==> src/rtl/fifo_pkg.sv <==
// Shared constants and helpers for the synchronous FIFO.
package fifo_pkg;

    localparam int unsigned SHOWAHEAD_REG  = 0;
    localparam int unsigned SHOWAHEAD_FWFT = 1;

    // Pointer width: one extra bit over the address so full and empty differ.
    function automatic int unsigned ptr_width(input int unsigned depth);
        return 32'($clog2(depth)) + 32'd1;
    endfunction

endpackage

==> src/rtl/fifo_ram.sv <==
// Storage array for sync_fifo: one write port and an asynchronous read port, no reset.
module fifo_ram #(
    parameter int unsigned DW = 8,
    parameter int unsigned AW = 4
) (
    input  logic          clk,
    input  logic          we_i,
    input  logic [AW-1:0] waddr_i,
    input  logic [DW-1:0] wdata_i,
    input  logic [AW-1:0] raddr_i,
    output logic [DW-1:0] rdata_c_o
);

    localparam int unsigned WORDS = 32'd1 << AW;

    logic [DW-1:0] mem_q [WORDS];

    always_ff @(posedge clk) begin
        if (we_i) begin
            mem_q[waddr_i] <= wdata_i;
        end
    end

    assign rdata_c_o = mem_q[raddr_i];

endmodule

==> src/rtl/sync_fifo.sv <==
// Single-clock FIFO with sticky overflow/underflow, threshold flags and
// selectable first-word-fall-through or registered read data.
module sync_fifo
    import fifo_pkg::*;
#(
    parameter int unsigned DATA_WIDTH = 8,
    parameter int unsigned FIFO_DEPTH = 16,
    parameter int unsigned SHOWAHEAD  = SHOWAHEAD_FWFT,
    parameter int unsigned AFULL_THR  = FIFO_DEPTH - 2,
    parameter int unsigned AEMPTY_THR = 2
) (
    input  logic                                 clk,
    input  logic                                 rst_n,
    input  logic                                 clr,
    input  logic [DATA_WIDTH-1:0]                wdata,
    input  logic                                 wr,
    output logic                                 full,
    output logic                                 almost_full,
    output logic                                 overflow,
    output logic [DATA_WIDTH-1:0]                rdata,
    input  logic                                 rd,
    output logic                                 empty,
    output logic                                 almost_empty,
    output logic                                 underflow,
    output logic [ptr_width(FIFO_DEPTH)-1:0]     usedw
);

    localparam int unsigned PW = ptr_width(FIFO_DEPTH);
    localparam int unsigned AW = PW - 1;

    if (DATA_WIDTH < 1) begin : g_bad_width
        $error("sync_fifo: DATA_WIDTH must be >= 1");
    end
    if (FIFO_DEPTH < 2 || (FIFO_DEPTH & (FIFO_DEPTH - 1)) != 0) begin : g_bad_depth
        $error("sync_fifo: FIFO_DEPTH must be a power of two >= 2");
    end
    if (SHOWAHEAD > 1) begin : g_bad_mode
        $error("sync_fifo: SHOWAHEAD must be 0 or 1");
    end
    if (AFULL_THR < 1 || AFULL_THR > FIFO_DEPTH) begin : g_bad_afull
        $error("sync_fifo: AFULL_THR must be in 1..FIFO_DEPTH");
    end
    if (AEMPTY_THR > FIFO_DEPTH - 1) begin : g_bad_aempty
        $error("sync_fifo: AEMPTY_THR must be in 0..FIFO_DEPTH-1");
    end

    logic [PW-1:0]         wp_q, wp_d, rp_q, rp_d;
    logic                  ovf_q, ovf_d, udf_q, udf_d;
    logic                  empty_c, full_c, wr_acc_c, rd_acc_c;
    logic [PW-1:0]         usedw_c;
    logic [DATA_WIDTH-1:0] ram_rdata_c;

    // Status derived from the registered pointers only.
    assign empty_c  = (wp_q == rp_q);
    assign full_c   = (wp_q[AW-1:0] == rp_q[AW-1:0]) && (wp_q[AW] != rp_q[AW]);
    assign usedw_c  = wp_q - rp_q;
    assign wr_acc_c = wr && !full_c && !clr;
    assign rd_acc_c = rd && !empty_c && !clr;

    always_comb begin
        wp_d  = wp_q;
        rp_d  = rp_q;
        ovf_d = ovf_q;
        udf_d = udf_q;
        if (clr) begin
            wp_d  = '0;
            rp_d  = '0;
            ovf_d = 1'b0;
            udf_d = 1'b0;
        end else begin
            if (wr_acc_c) wp_d = wp_q + PW'(1);
            if (rd_acc_c) rp_d = rp_q + PW'(1);
            if (wr && full_c) ovf_d = 1'b1;
            if (rd && empty_c) udf_d = 1'b1;
        end
    end

    always_ff @(posedge clk or negedge rst_n) begin
        if (!rst_n) begin
            wp_q  <= '0;
            rp_q  <= '0;
            ovf_q <= 1'b0;
            udf_q <= 1'b0;
        end else begin
            wp_q  <= wp_d;
            rp_q  <= rp_d;
            ovf_q <= ovf_d;
            udf_q <= udf_d;
        end
    end

    fifo_ram #(
        .DW (DATA_WIDTH),
        .AW (AW)
    ) u_ram (
        .clk       (clk),
        .we_i      (wr_acc_c),
        .waddr_i   (wp_q[AW-1:0]),
        .wdata_i   (wdata),
        .raddr_i   (rp_q[AW-1:0]),
        .rdata_c_o (ram_rdata_c)
    );

    if (SHOWAHEAD == SHOWAHEAD_FWFT) begin : g_fwft
        assign rdata = empty_c ? '0 : ram_rdata_c;
    end else begin : g_reg
        logic [DATA_WIDTH-1:0] rdata_q, rdata_d;

        always_comb begin
            rdata_d = rdata_q;
            if (clr) begin
                rdata_d = '0;
            end else if (rd_acc_c) begin
                rdata_d = ram_rdata_c;
            end
        end

        always_ff @(posedge clk or negedge rst_n) begin
            if (!rst_n) begin
                rdata_q <= '0;
            end else begin
                rdata_q <= rdata_d;
            end
        end

        assign rdata = rdata_q;
    end

    assign full         = full_c;
    assign empty        = empty_c;
    assign usedw        = usedw_c;
    assign overflow     = ovf_q;
    assign underflow    = udf_q;
    assign almost_full  = (usedw_c >= PW'(AFULL_THR));
    assign almost_empty = (usedw_c <= PW'(AEMPTY_THR));

endmodule
==> config.mk <==
export PLATFORM = sky130hd
export DESIGN_NAME = sync_fifo
export DESIGN_NICKNAME = d
export VERILOG_FILES = /design/src/rtl/fifo_pkg.sv /design/src/rtl/fifo_ram.sv /design/src/rtl/sync_fifo.sv
export SDC_FILE = /design/constraint.sdc
export NUM_CORES = 1
export LEC_CHECK = 0
export ABC_AREA = 1
export BUFFER_PORTS_ARGS = -buffer_cell sky130_fd_sc_hd__buf_2
export CAP_MARGIN = 40
export CORE_MARGIN = 5
export CORE_UTILIZATION = 55
export CTS_CLUSTER_DIAMETER = 40
export DETAILED_ROUTE_END_ITERATION = 8
export PLACE_DENSITY_LB_ADDON = 0.12
export SLEW_MARGIN = 25
export SYNTH_ARGS = -nofsm -noshare
export SYNTH_HDL_FRONTEND = slang
export SYNTH_HIERARCHICAL = 1
export SYNTH_SLANG_ARGS = --single-unit
==> constraint.sdc <==
create_clock -name clk -period 2.2 [get_ports clk]
set_input_delay 0.33 -clock clk [delete_from_list [all_inputs] [get_ports clk]]
set_output_delay 0.33 -clock clk [all_outputs]
set_load 0.005 [all_outputs]
==> results.json <==
{
  "grt-ovfl-total": 0,
  "power.leakage_nw": 3.70,
  "clk_pin_slew_ns": 0.06,
  "start_util": 0.555,
  "fin_util": 0.705,
  "ctsHtreeMaxLevel": 4,
  "drc": 0,
  "clock_latency_ns": 0.42,
  "ios": 32,
  "finClkSkew_ns": 0.00649,
  "failed_checks": "negative setup slack",
  "fmax_ghz": 0.429,
  "worstPathCellList": "buf_12 -> clkinv_16 -> buf_16 -> nand2_1 -> nand3_1 -> nand3_2 -> nand3_1 -> nand2_1 -> inv_1 -> nor2_2 -> buf_2",
  "synth_area_um2": 6610,
  "dp.cells": 872,
  "critPathLaunch": "rp_q[0]",
  "syn_avg_cell_area_um2": 9.54,
  "setup_viol": 11,
  "ys_ff_latch": 140,
  "ys_seq_area_frac": 0.627,
  "viasPerCell": 5.43,
  "placementRows": 40,
  "initialDrtViolationCount": 532,
  "max_stage_delay_ns": 0.40,
  "synth.distinct_cells": 23,
  "synth_area_leaders": "edfxtp_1 58%, nand2_1 12%, nand3_1 8.9%",
  "path_class": "reg2out",
  "status": "complete, but fails checks",
  "yosysTopAreaCellShare": 0.582,
  "firstDrtPassIters": 5,
  "layout-drive-gt1-share": 0.291,
  "setup_slack_ns": -0.131,
  "syn_nets": 713,
  "numCtsBuffers": 17,
  "post-place-ws_ns": -0.00530,
  "min_from": "rd",
  "rsz0062_at_grt": "yes",
  "synth_most_common_cell": "nand2_1",
  "synth_cells": 693,
  "worst_slew_pin_slew_ns": 0.523,
  "period_needed_ns": 2.33,
  "root_buffer": "clkbuf_16",
  "synth_warnings": 6,
  "p_per_area_nw_per_um2": 910,
  "hold_class": "in2reg",
  "tritoncts": "yes",
  "hold_viol_final": 0,
  "worst_hold_slack_ns": 0.191,
  "yosys.area.top_type": "edfxtp_1",
  "max_cap_violations": 0,
  "arrival_ns": 2.00,
  "gp_congestion": 0.933,
  "synth_edf_count": 128,
  "postRouteAntennaNets": 0,
  "grt_max_degree": 36,
  "min_period_over_period": 1.06,
  "grt_pass1_vias": 4581,
  "clk_path_buf_depth": 2,
  "areaGrowthSynthToFinish_pct": 27.0,
  "core_area_um2": 11900,
  "grt_use_total": 0.236,
  "cts.sinks": 140,
  "grt_pass1_wl_um": 25200,
  "final_nets": 776,
  "antenna_found_initial": 0,
  "wire_per_inst_um": 18.5,
  "endpoint_kind": "primary output",
  "crit_path_start_kind": "register",
  "die_w_um": 120,
  "ys.flop_type": "edfxtp_1",
  "num_vias": 4976,
  "final_cells": 916,
  "dp_hpwl_um": 10200,
  "vdd_drop_max_mv": 0.867,
  "cp.required_ns": 1.87,
  "synthTopCellsByCount": "214 x nand2_1, 128 x edfxtp_1, 124 x inv_1",
  "ys_async_sr_fraction": 0.0857,
  "drv_slew": 0,
  "diodes": 0,
  "die_area_um2": 14300,
  "p_total_mw": 7.64,
  "die_h_um": 120,
  "r2r-start": "wp_q[0]",
  "worstPathMaxFanout": 8,
  "slowest_stage": "dfrtp_2",
  "io_buffers": 31,
  "totalWireLength_um": 16900,
  "slew_headroom": 0.651
}
## report_power, final
group	switching [mW]	internal [mW]
Combinational	1.20	0.794
Sequential	0.0214	2.94
Clock	1.01	1.67
## metrics by stage
stage               setup TNS (ns)  instance area [µm²]
floorplan                    -6.93                 6650
global route                 -2.64                 8390
finish                      -0.881                 8390
global placement                 0                 7040
CTS                          -1.86                 8000
detailed placement         -0.0801                 7040
## sequential cells by signal, indices dropped and copies added, names as in the netlist
signal and count:
u_ram/mem_q 128, underflow 1, rp_q 5, overflow 1, wp_q 5
## worst max-delay path, delay by kind of cell (launching register included)
kind	cells	cell delay [ns]
flops	1	0.40
buf+inv	5	0.59
simple gates	6	0.57
## cell families (layout without fill, tap and decap cells)
group,count (synthesis),in the layout,share of synthesized area
adders and majority gates,7,7,0.0144
AOI/OAI and AO/OA,4,4,0.00303
buffers and inverters,155,231,0.101
xor gates and xnor gates,3,3,0.00398
DFF,140,140,0.627
and+or+nand+nor,384,384,0.251
## layout make-up
| type | count | area [µm²] |
|---|---|---|
| Sequential cell | 140 | 4150 |
| Fill cell | 889 | 3520 |
| Multi-Input combinational cell | 398 | 2310 |
| Timing Repair Buffer | 71 | 671 |
| Inverter | 128 | 515 |
| Clock buffer | 25 | 495 |
| Tap cell | 147 | 184 |
| Clock inverter | 7 | 66.3 |
## path summary, 6_finish.rpt
kind,cells past startpoint,slack [ns],end
worst max-delay path,11,-0.13,rdata[7]
worst min-delay path,3,0.19,underflow
worst max register to register,11,0.07,u_ram/mem_q[5][5]
worst min register to register,2,0.53,underflow
max in group asynchronous,2,1.63,rp_q[0]
min in group asynchronous,2,0.32,rp_q[3]
## per-layer routing
metal | vias up | global-route usage | share of wire
li1 | 2351 | - | -
met1 | 2360 | 0.327 | 0.42
met2 | 227 | 0.358 | 0.47
met3 | 38 | 0.0580 | 0.077
met4 | 0 | 0.104 | 0.031
met5 | - | 0 | 0
## layout by cell type, fill, tap and decap left out, drive strengths merged
cell,instances
nand2,222
nand3,117
dlygate4sd3,1
fa,1
xor2,1
inv,126
ha,6
nand3b,2
clkbuf,27
clkinv,6
nor2,35
buf,68
xnor2,2
edfxtp,128
dfrtp,12
a21oi,4
nand4,8
clkinvlp,2
bufinv,1
## what timing repair did
action	CTS	global route
pin swaps	17	30
gates resized for setup	61	84
hold buffers	1	0
setup endpoints to repair	44	101
cloned	3	2
buffers inserted	4	4
hold endpoints to repair	12	0
(Power assumes the default switching activity.)
